### config.mk
export PLATFORM = sky130hd
export DESIGN_NAME = cpu4_program_sequencer
export DESIGN_NICKNAME = d
export VERILOG_FILES = /design/src/rtl/cpu4_program_sequencer.sv
export SDC_FILE = /design/constraint.sdc
export NUM_CORES = 1
export LEC_CHECK = 0
export ABC_CLOCK_PERIOD_IN_PS = 3900
export CELL_PAD_IN_SITES_DETAIL_PLACEMENT = 0
export CELL_PAD_IN_SITES_GLOBAL_PLACEMENT = 1
export CORE_ASPECT_RATIO = 0.6
export CORE_MARGIN = 4
export CORE_UTILIZATION = 45
export CTS_BUF_LIST = sky130_fd_sc_hd__clkbuf_4 sky130_fd_sc_hd__clkbuf_8
export DETAILED_ROUTE_END_ITERATION = 8
export PLACE_DENSITY_LB_ADDON = 0.2
export SLEW_MARGIN = 40
export SYNTH_ARGS = -nofsm -noshare
export SYNTH_HDL_FRONTEND = slang
export SYNTH_SLANG_ARGS = --single-unit
### constraint.sdc
create_clock -name clk -period 3.9 [get_ports clk]
set_input_delay 0.585 -clock clk [delete_from_list [all_inputs] [get_ports clk]]
set_output_delay 0.585 -clock clk [all_outputs]
set_load 0.05 [all_outputs]
### src/rtl/cpu4_program_sequencer.sv
// Program sequencer for the 4-bit accumulator CPU: instruction memory, pc, and
// valid/ready/done issue to the datapath. Optional breakpoint: SEQ_BREAKPOINT_EN.
module cpu4_program_sequencer #(
  parameter int PC_W         = 4,
  parameter int DONE_TIMEOUT = 15
) (
  input  logic            clk,
  input  logic            rst,
  input  logic            start,
  input  logic            step,
  input  logic            halt_req,
  input  logic            prog_we,
  input  logic [PC_W-1:0] prog_addr,
  input  logic [11:0]     prog_data,
  input  logic            pc_load,
  output logic            issue_valid,
  input  logic            issue_ready,
  output logic [3:0]      issue_opcode,
  output logic [3:0]      issue_addr,
  output logic [3:0]      issue_data,
  input  logic            issue_done,
  input  logic            acc_zero,
  output logic [PC_W-1:0] pc,
  output logic            busy,
  output logic            halted,
  output logic            err_timeout
`ifdef SEQ_BREAKPOINT_EN
  ,
  input  logic            bp_en,
  input  logic [PC_W-1:0] bp_addr,
  output logic            bp_hit
`endif
);

  typedef enum logic [2:0] {IDLE, FETCH, DECODE, ISSUE, WAIT, HALT} state_t;

  state_t          state, state_n;
  logic [11:0]     mem [2**PC_W];
  logic [11:0]     ir;
  logic [PC_W-1:0] pc_n;
  logic            mode_step, mode_step_n;
  logic            halt_latch, halt_latch_n;
  logic            err_n;
  logic [7:0]      cnt, cnt_n;
  logic [3:0]      op_n, addr_n, data_n;
  logic            done_instr, fetch_en, mem_we;
`ifdef SEQ_BREAKPOINT_EN
  logic            first_fetch, first_fetch_n, bp_hit_n;
`endif

  assign issue_valid = (state == ISSUE);
  assign busy        = (state != IDLE) && (state != HALT);
  assign halted      = (state == HALT);

  always_comb begin
    state_n      = state;
    pc_n         = pc;
    mode_step_n  = mode_step;
    halt_latch_n = halt_latch | (halt_req & busy);
    cnt_n        = cnt;
    err_n        = err_timeout;
    op_n         = issue_opcode;
    addr_n       = issue_addr;
    data_n       = issue_data;
    done_instr   = 1'b0;
    fetch_en     = 1'b0;
    mem_we       = 1'b0;
`ifdef SEQ_BREAKPOINT_EN
    first_fetch_n = first_fetch;
    bp_hit_n      = bp_hit;
`endif
    case (state)
      IDLE, HALT: begin
        mem_we = prog_we;
        if (pc_load) pc_n = prog_addr;
        if (start) err_n = 1'b0;
        if (start || step) begin
          state_n     = FETCH;
          mode_step_n = step;
`ifdef SEQ_BREAKPOINT_EN
          first_fetch_n = 1'b1;
          bp_hit_n      = 1'b0;
`endif
        end
      end
      FETCH: begin
`ifdef SEQ_BREAKPOINT_EN
        first_fetch_n = 1'b0;
        // The first fetch after start/step is exempt so a run can resume from the breakpoint
        if (bp_en && (pc == bp_addr) && !first_fetch) begin
          state_n  = HALT;
          bp_hit_n = 1'b1;
        end else
`endif
        begin
          fetch_en = 1'b1;
          state_n  = DECODE;
        end
      end
      DECODE: begin
        case (ir[11:8])
          4'hB, 4'hE: begin
            pc_n       = pc + PC_W'(1);
            done_instr = 1'b1;
          end
          4'hC: begin
            pc_n       = PC_W'(ir[7:4]);
            done_instr = 1'b1;
          end
          4'hD: begin
            pc_n       = acc_zero ? PC_W'(ir[7:4]) : pc + PC_W'(1);
            done_instr = 1'b1;
          end
          4'hF: state_n = HALT;
          default: begin
            op_n    = ir[11:8];
            addr_n  = ir[7:4];
            data_n  = ir[3:0];
            state_n = ISSUE;
          end
        endcase
      end
      ISSUE: begin
        if (issue_ready) begin
          state_n = WAIT;
          cnt_n   = '0;
        end
      end
      WAIT: begin
        if (issue_done) begin
          pc_n       = pc + PC_W'(1);
          done_instr = 1'b1;
        end else if (cnt == 8'(DONE_TIMEOUT - 1)) begin
          err_n   = 1'b1;
          state_n = HALT;
        end else begin
          cnt_n = cnt + 8'd1;
        end
      end
      default: state_n = IDLE;
    endcase
    // A halt_req arriving in the completing cycle itself still counts
    if (done_instr) state_n = (halt_latch_n || mode_step) ? HALT : FETCH;
    if (state_n == HALT) halt_latch_n = 1'b0;
  end

  always_ff @(posedge clk or posedge rst) begin
    if (rst) begin
      state        <= IDLE;
      pc           <= '0;
      mode_step    <= 1'b0;
      halt_latch   <= 1'b0;
      cnt          <= '0;
      err_timeout  <= 1'b0;
      issue_opcode <= '0;
      issue_addr   <= '0;
      issue_data   <= '0;
`ifdef SEQ_BREAKPOINT_EN
      first_fetch  <= 1'b0;
      bp_hit       <= 1'b0;
`endif
    end else begin
      state        <= state_n;
      pc           <= pc_n;
      mode_step    <= mode_step_n;
      halt_latch   <= halt_latch_n;
      cnt          <= cnt_n;
      err_timeout  <= err_n;
      issue_opcode <= op_n;
      issue_addr   <= addr_n;
      issue_data   <= data_n;
`ifdef SEQ_BREAKPOINT_EN
      first_fetch  <= first_fetch_n;
      bp_hit       <= bp_hit_n;
`endif
    end
  end

  // Program memory and instruction register are intentionally not reset
  always_ff @(posedge clk) begin
    if (mem_we) mem[prog_addr] <= prog_data;
    if (fetch_en) ir <= mem[pc];
  end

endmodule
# ---- After elaboration in Yosys (flattened, before gate mapping)
# Memories as Yosys holds them, arrays and structs flattened. A register that Yosys moved wholly into a read port is not among the register bits.
# Index checks and enable logic that the tools add are counted.
dict set report word_totals {
  reg_bits 30
  ram_bits 192
  out_inout_bits 20
  mem_count 1
}
# name words width read_ports rd_clocked_by_memory_dff write_ports line
set mem_list {}
lappend mem_list {mem 16 12 1 1 1 38} ;# logic [11:0] mem [2**PC_W];
dict set report op_classes {
  addsub 2
  n_eq_ne 21
  n_mux 29
  bitwise 3
  n_reduce_logical 17
}
# op count
set ops {}
lappend ops {{$mux 8} 3}
lappend ops {{$pmux 4 s3} 2}
lappend ops {{$eq 4x4->1 const B} 5}
lappend ops {{$mux 3} 6}
lappend ops {{$pmux 8 s2} 1}
lappend ops {{$pmux 3 s5} 1}
lappend ops {{$mux 4} 3}
lappend ops {{$ne 2x2->1 const B} 6}
lappend ops {{$reduce_and 4->1} 3}
lappend ops {{$mux 1} 10}
lappend ops {{$eq 3x3->1 const B} 3}
lappend ops {{$add 8x1->8 const B} 1}
lappend ops {{$eq 8x4->1 const B} 1}
lappend ops {{$eq 3x2->1 const B} 2}
lappend ops {{$pmux 3 s2} 1}
lappend ops {{$reduce_bool 3->1} 2}
lappend ops {{$reduce_or 5->1} 1}
lappend ops {{$add 4x1->4 const B} 1}
lappend ops {{$ne 4x4->1 const B} 1}
lappend ops {{$pmux 1 s2} 2}
lappend ops {{$reduce_and 2->1} 2}
lappend ops {{$reduce_bool 2->1} 2}
lappend ops {{$reduce_or 2->1} 2}
lappend ops {{$reduce_or 4->1} 1}
lappend ops {{other kinds (9)} 10}

# ---- Depth between registers and ports, before layout
# Gate-level depths: netlist (run 1).
dict set report logic_depth {
  word_depth 9
  depth_mapped 8
  mapped_depth_nobuf 7
}

# ---- Worst setup path after synthesis (run 1)
# Ideal clock, no wire load.
dict set report synth_path {
  path_type {register to register}
  startpoint {register state[0]}
  endpoint {memory mem[12][0] (enable)}
  arrival_ns 2.138
  slack_ns 1.381
  path_stages_with_launch 6
  n_path_buf 0
  path_cell_list {dfrtp_1 -> nor2b_4 -> nor3_4 -> inv_2 -> or4b_4 -> nor2_1}
}
dict set report synth_between {
  elab_chain_cells 5
  word_cells_on_any_way 6
}
# element line
set synth_lines {}
lappend synth_lines {{start, declared} 37} ;# state_t state, state_n;
lappend synth_lines {{start signal, assigned} 163} ;# state <= state_n;
lappend synth_lines {{$eq 3x3->1 / $logic_not 3->1 (equally long branches)} 72} ;# case (state)
lappend synth_lines {{$reduce_or 2->1 (*)} 72}
lappend synth_lines {{$mux 1 (*)} 72}
lappend synth_lines {{$mux 1 (*)} 181} ;# if (mem_we) mem[prog_addr] <= prog_data;
lappend synth_lines {{$mux 1 (not written as such) (*)} 181}
lappend synth_lines {{end, declared} 38}
# Mark *: on every way between the ends. The rest lies on a longest branch, timed or not.

# ---- Worst setup path after layout (run 1)
dict set report layout_path {
  startpoint {register state[2]}
  endpoint {output busy}
}
dict set report layout_between {
  elab_chain_cells 2
  word_cells_on_any_way 3
}
# element line
set layout_lines {}
lappend layout_lines {{$ne 3x3->1 / $reduce_bool 3->1 (equally long branches)} 52} ;# assign busy = (state != IDLE) && (state != HALT);
lappend layout_lines {{$logic_and 1x1->1 (*)} 52}
lappend layout_lines {{end, declared} 24} ;# output logic busy,
# Marks and branches as above.

==> impl_metrics.py, run 1 <==
metrics = {
    "worst_setup_path": {
        "crit_slowest_cell": "clkdlybuf4s50_1",
        "end_kind": "primary output",
        "r2r_cells": 6,
        "r2r_end": "mem[8][4]$_DFFE_PP_",
        "critPathLaunch": "state[2]$_DFF_PP0_",
        "crit_chain": "nor2b_1 -> nor3_4 -> inv_2 -> clkdlybuf4s50_1",
        "worst_path_dominant_cell_family": "buffers and inverters",
        "critPathArrivalTime_ns": 2.43,
        "critPathRequiredTime_ns": 3.31,
        "crit_path_max_fanout": 14,
        "crit_cells": 4,
        "path_class": "reg2out",
        "max_stage_delay_ns": 0.81,
        "rr_startpoint": "state[0]$_DFF_PP0_",
        "rrSetupSlack_ns": 1.16,
        "startpoint_type": "flip-flop",
        "critical_path_buf_inv_count": 2,
    },
    "flow_run": {
        "cap_violations": 0,
    },
    "sta": {
        "slew_violations": 0,
        "rsz0062_at_grt": "false",
        "hold_viol": 0,
        "setup_viol": 0,
        "worst_pin_slew_ns": 0.810,
        "fin_skew_ns": 0.0115,
        "tns_ns": 0,
        "finalCritPeriodShare_pct": 77.3,
        "relSlewSlack_pct": 46.0,
        "fmax_mhz": 332,
        "fin_crit_ns": 3.01,
    },
    "floorplanning": {
        "num_rows": 41,
        "die_w_um": 196,
        "die_area_mm2": 0.0237,
        "die_height_um": 121,
        "start_util_pct": 45.6,
        "ios": 46,
        "core_mm2": 0.0210,
    },
    "placed_design": {
        "gp_congestion": 0.901,
        "port_buffers": 45,
        "dpl.cell_count": 848,
        "hpwl_um": 14100,
    },
    "synthesis": {
        "synth-edff-count": 204,
        "synthSimpleGateAreaFrac_pct": 6.27,
        "synth_top_area_cell": "edfxtp_1",
        "synth_area_mm2": 0.00957,
        "synthXorXnorAreaFrac_pct": 0.824,
        "synthArstFlopShare_pct": 12.8,
        "synth_top_family_by_area": "multiplexers",
        "syn_avg_cell_area_um2": 18.2,
        "syn-num-nets": 554,
        "yosysWarnings": 0,
        "synth_compound_area_share_pct": 5.36,
        "synthTopCellsByCount": "edfxtp_1 (204), mux4_2 (36), nor2_1 (35), dfrtp_1 (30), mux2_2 (23)",
        "synth.distinct_cells": 54,
        "yosysMostFrequentCell": "edfxtp_1",
        "syn-instance-count": 525,
        "synth_ff_type": "edfxtp_1",
        "synth.mux.area_fraction_pct": 13.4,
        "synth_seq_area_share_pct": 71.8,
        "yosysTopAreaCellShare_pct": 64.0,
        "yosys_register_bits": 234,
        "synthAdderAreaFrac_pct": 0.392,
        "ys_top_cells_by_area": "edfxtp_1 (64%), mux4_2 (8.5%), dfrtp_1 (7.8%)",
    },
    "route": {
        "wire_per_inst_um": 23.9,
        "drt_pass1_iterations": 4,
        "vias": 5112,
        "postRouteAntennaNets": 0,
        "vias_per_cell": 5.65,
        "drt-total-wl_um": 21600,
        "drc_errors": 0,
        "drt_iter0_drc": 448,
    },
    "clocking": {
        "post_cts_buffers": 0,
        "clk_latency_ns": 0.50,
        "cts_sinks": 234,
        "h-tree-depth": 2,
        "cts_buffers": 35,
        "cts.clk_slew.worst_paths_ns": 0.06,
        "cts_resized": 0,
        "cts_buffer_depth": 3,
        "cts_tree": "built",
        "cts_root_buf": "clkbuf_8",
        "cts_hold_buf": 0,
    },
    "layout": {
        "layout.cells.non_filler": 904,
        "fin_nets": 635,
        "antenna_cells": 0,
        "area_growth_pct": 15.5,
        "nFillCells": 1686,
        "layout-drive-gt1-share_pct": 25.8,
    },
    "worst_hold_path": {
        "min_path_type": "in2async",
    },
    "outcome": {
        "status": "finished, final reports clean",
    },
    "global_route": {
        "grt_pass1_wl_um": 32500,
        "grt_pass1_vias": 5109,
        "grt_overflow": 0,
        "grt_use_total_pct": 18.4,
        "grt_max_degree": 35,
        "antenna_found_initial": 0,
    },
    "pwr": {
        "powerDensity_mw_per_mm2": 707,
        "static-leakage-power_nw": 3.77,
        "ir_drop_mv": 0.559,
    },
}
[layout make-up]
| type | instances | area, um2 | share of cell area (%) |
|---|---|---|---|
| Clock buffer | 49 | 599 | 5.42 |
| Clock inverter | 7 | 55.1 | 0.498 |
| Inverter | 5 | 18.8 | 0.170 |
| Multi-Input combinational cell | 261 | 2520 | 22.8 |
| Sequential cell | 234 | 6880 | 62.2 |
| Tap cell | 279 | 349 | 3.16 |
| Timing Repair Buffer | 69 | 631 | 5.70 |
[cells by family after synthesis]
group,Yosys count
AOI/OAI and AO/OA,70
xor gates and xnor gates,9
adders and majority gates,3
buffers and inverters,30
DFF,234
muxes,75
and+or+nand+nor,104
[layout by cell type (no fill, tap or decap), types with 4 or more instances in the layout]
cell type,instances
a221o_1,10
o21ai_0,8
nand2b_1,7
clkdlybuf4s50_1,45
nand2_1,10
nor3_2,5
a21o_1,11
clkinv_1,4
edfxtp_1,204
nor2_1,35
mux2_2,23
o21a_1,4
dfrtp_1,28
mux2i_1,6
buf_4,24
xor2_1,7
mux4_2,36
inv_1,4
clkbuf_4,12
and2_1,4
a21oi_1,7
o22ai_1,10
nand4_1,7
nor2b_1,15
mux2_4,10
clkbuf_8,37
[flip-flops by register name (all words and copies together) (netlist names)]
name and count:
mode_step 1, issue_opcode 4, ir 12, err_timeout 1, halt_latch 1, state 3
mem 192, issue_addr 4, pc 4, issue_data 4, cnt 8
[worst max-delay path by stage]
stage | to | slack [ns]
finish | busy | 0.89
CTS | busy | 0.87
floorplan | mem[12][0]$_DFFE_PP_ | 1.38
global route | halted | 0.75
detailed placement | mem[8][4]$_DFFE_PP_ | 1.25
global placement | mem[8][7]$_DFFE_PP_ | 1.29
[report_power, final]
| part | switching, mW | internal, mW | total (mW) |
|---|---|---|---|
| clock network | 0.872 | 1.05 | 1.92 |
| logic | 1.40 | 1.14 | 2.55 |
| registers | 0.345 | 3.01 | 3.35 |
[metrics by stage]
step | hold slack (ns) | power, mW | cell area, um2 | worst slack, ns | util, %
2_1_floorplan | 0.454 | 5.19 | 9570 | 1.38 | -
4_1_cts | 0.443 | 7.90 | 11100 | 0.867 | 52.7
6_report | 0.446 | 7.82 | 11100 | 0.885 | 52.7
3_3_place_gp | 0.463 | 5.93 | 10400 | 1.29 | 49.6
5_1_grt | 0.501 | 8.22 | 11100 | 0.755 | 52.7
3_5_place_dp | 0.468 | 5.97 | 10400 | 1.25 | 49.6
[metal layers]
metal | track usage [%] | vias up | part of all wire [%]
met5 | 0 | - | 0
met4 | 3.92 | 0 | 1.3
met3 | 3.33 | 27 | 5.4
met2 | 25.5 | 178 | 42
met1 | 30.4 | 2644 | 51
li1 | - | 2263 | -
Power figures use the tool's default switching activity.
==> run 2, diff against run 1 <==
--- a/config.mk
+++ b/config.mk
@@ -5,7 +5,7 @@
 export SDC_FILE = /design/constraint.sdc
 export NUM_CORES = 1
 export LEC_CHECK = 0
-export ABC_CLOCK_PERIOD_IN_PS = 3900
+export ABC_CLOCK_PERIOD_IN_PS = 2400
 export CELL_PAD_IN_SITES_DETAIL_PLACEMENT = 0
 export CELL_PAD_IN_SITES_GLOBAL_PLACEMENT = 1
 export CORE_ASPECT_RATIO = 0.6
==> constraint.sdc (replaced) <==
create_clock -name clk -period 2.4 [get_ports clk]
set_input_delay 0.36 -clock clk [delete_from_list [all_inputs] [get_ports clk]]
set_output_delay 0.36 -clock clk [all_outputs]
set_load 0.05 [all_outputs]
==> impl_metrics.py, run 2 (synthesis gave the netlist of run 1 again) <==
metrics = {
    "sta": {
        "slew_violations": 0,
        "relSlewSlack_pct": 51.2,
        "fmax_mhz": 450,
        "fin_crit_ns": 2.22,
        "worst_slack_ns": 0.178,
        "fin_skew_ns": 0.0237,
        "hold_viol": 0,
        "setup_viol": 0,
        "tns_ns": 0,
        "rsz0062_at_grt": "false",
        "worst_pin_slew_ns": 0.732,
        "finalCritPeriodShare_pct": 92.6,
    },
    "clocking": {
        "cts_root_buf": "clkbuf_8",
        "cts_buffer_depth": 3,
        "h-tree-depth": 2,
        "cts.clk_slew.worst_paths_ns": 0.07,
        "cts_buffers": 36,
        "cts_sinks": 234,
        "clk_latency_ns": 0.52,
        "cts_hold_buf": 0,
        "cts_tree": "built",
    },
    "floorplanning": {
        "die_area_mm2": 0.0237,
        "start_util_pct": 45.6,
        "core_mm2": 0.0210,
        "ios": 46,
        "die_w_um": 196,
        "die_height_um": 121,
        "num_rows": 41,
    },
    "placed_design": {
        "post_dp_cell_area_mm2": 0.0105,
        "hpwl_um": 14300,
        "port_buffers": 45,
        "gp_congestion": 0.862,
        "post-place-ws_ns": 0.239,
        "dpl.cell_count": 862,
    },
    "layout": {
        "largest_registers": "mem x192, ir x12, cnt x8",
        "largest_register": "mem",
        "fin_nets": 650,
        "final_common_cell": "edfxtp_1",
        "layout-drive-gt1-share_pct": 29.6,
        "largest_register_ffs": 192,
        "nFillCells": 1672,
        "design_area_mm2": 0.0113,
        "antenna_cells": 0,
        "multi_input_area_mm2": 0.00252,
        "layout.cells.non_filler": 927,
        "seqCellArea_mm2": 0.00688,
        "final_util_pct": 53.6,
        "final_cell_mix": "edfxtp_1 (204), buf_4 (40), clkbuf_8 (39)",
        "area_growth_pct": 17.6,
    },
    "route": {
        "drt-total-wl_um": 21300,
        "postRouteAntennaNets": 0,
        "vias": 5209,
        "wire_per_inst_um": 23.0,
        "drc_errors": 0,
        "drt_pass1_iterations": 5,
        "drt_iter0_drc": 507,
        "vias_per_cell": 5.62,
    },
    "global_route": {
        "grt_use_total_pct": 18.3,
        "grt_max_degree": 31,
        "grt_overflow": 0,
        "grt_pass1_wl_um": 32600,
        "grt_pass1_vias": 5346,
        "antenna_found_initial": 0,
    },
    "worst_setup_path": {
        "r2r_end": "mem[8][10]$_DFFE_PP_",
        "critPathRequiredTime_ns": 2.60,
        "crit_path_max_fanout": 9,
        "r2r_cells": 6,
        "rr_startpoint": "state[0]$_DFF_PP0_",
        "critPathArrivalTime_ns": 2.42,
        "path_class": "reg2reg",
        "end_kind": "flip-flop",
        "critPathLaunch": "state[0]$_DFF_PP0_",
        "crit_slowest_cell": "or4b_4",
        "crit_chain": "nor2b_4 -> nor3_4 -> inv_2 -> or4b_4 -> nor2_1 -> buf_4",
        "startpoint_type": "flip-flop",
        "max_stage_delay_ns": 0.57,
        "rrSetupSlack_ns": 0.18,
    },
    "flow_run": {
        "cap_violations": 0,
    },
    "outcome": {
        "status": "finished, final reports clean",
    },
    "pwr": {
        "static-leakage-power_nw": 3.89,
        "ir_drop_mv": 0.654,
        "powerDensity_mw_per_mm2": 1150,
    },
    "worst_hold_path": {
        "min_path_type": "in2async",
    },
}
run 2: critical path, delay by kind of cell, from the launching register on:
family	cells	cell delay (ns)
simple gates	4	1.14
flops	1	0.44
buf+inv	2	0.31
run 2: how the worst max path moves through the flow:
stage                                end  slack [ns]  cells past startpoint
detailed placement   mem[8][7]$_DFFE_PP_        0.24                      4
global route         mem[8][8]$_DFFE_PP_        0.13                      6
CTS                                pc[0]        0.19                      2
finish              mem[8][10]$_DFFE_PP_        0.18                      6
global placement     mem[8][7]$_DFFE_PP_        0.24                      6
floorplan           mem[12][0]$_DFFE_PP_       -0.12                      5
run 2: metal layers:
metal	global-route usage [%]	vias to the layer above	share of wire (%)
met5	0	-	0
met4	4.66	0	1.6
met3	3.39	28	6.9
met2	26.5	196	44
met1	28.8	2682	48
li1	-	2303	-
run 2: per-stage QoR:
stage          hold slack [ns]  total power, mW
6_report                 0.238             13.0
3_5_place_dp             0.483             9.86
3_3_place_gp             0.472             9.82
4_1_cts                  0.251             13.1
5_1_grt                  0.287             13.7
2_1_floorplan            0.446             8.44
run 2: where the power goes:
group          internal, mW  switching, mW
registers              4.90          0.377
clock network          1.74           1.48
logic                  2.01           2.45
total                  8.65           4.31
run 2: area by class of cell:
cell class | instances | share of cell area, %
inverters | 5 | 0.167
flip-flops and latches | 234 | 61.2
repair buffers | 83 | 6.84
multi-input cells | 261 | 22.4
well taps | 279 | 3.10
clock buffers | 54 | 5.77
clock inverters | 11 | 0.523
run 2: what timing repair did:
item / 4_1_cts / 5_1_grt
gates resized for setup: 1 / 0
setup endpoints to repair: 1 / 0
buffers inserted: 0 / 0
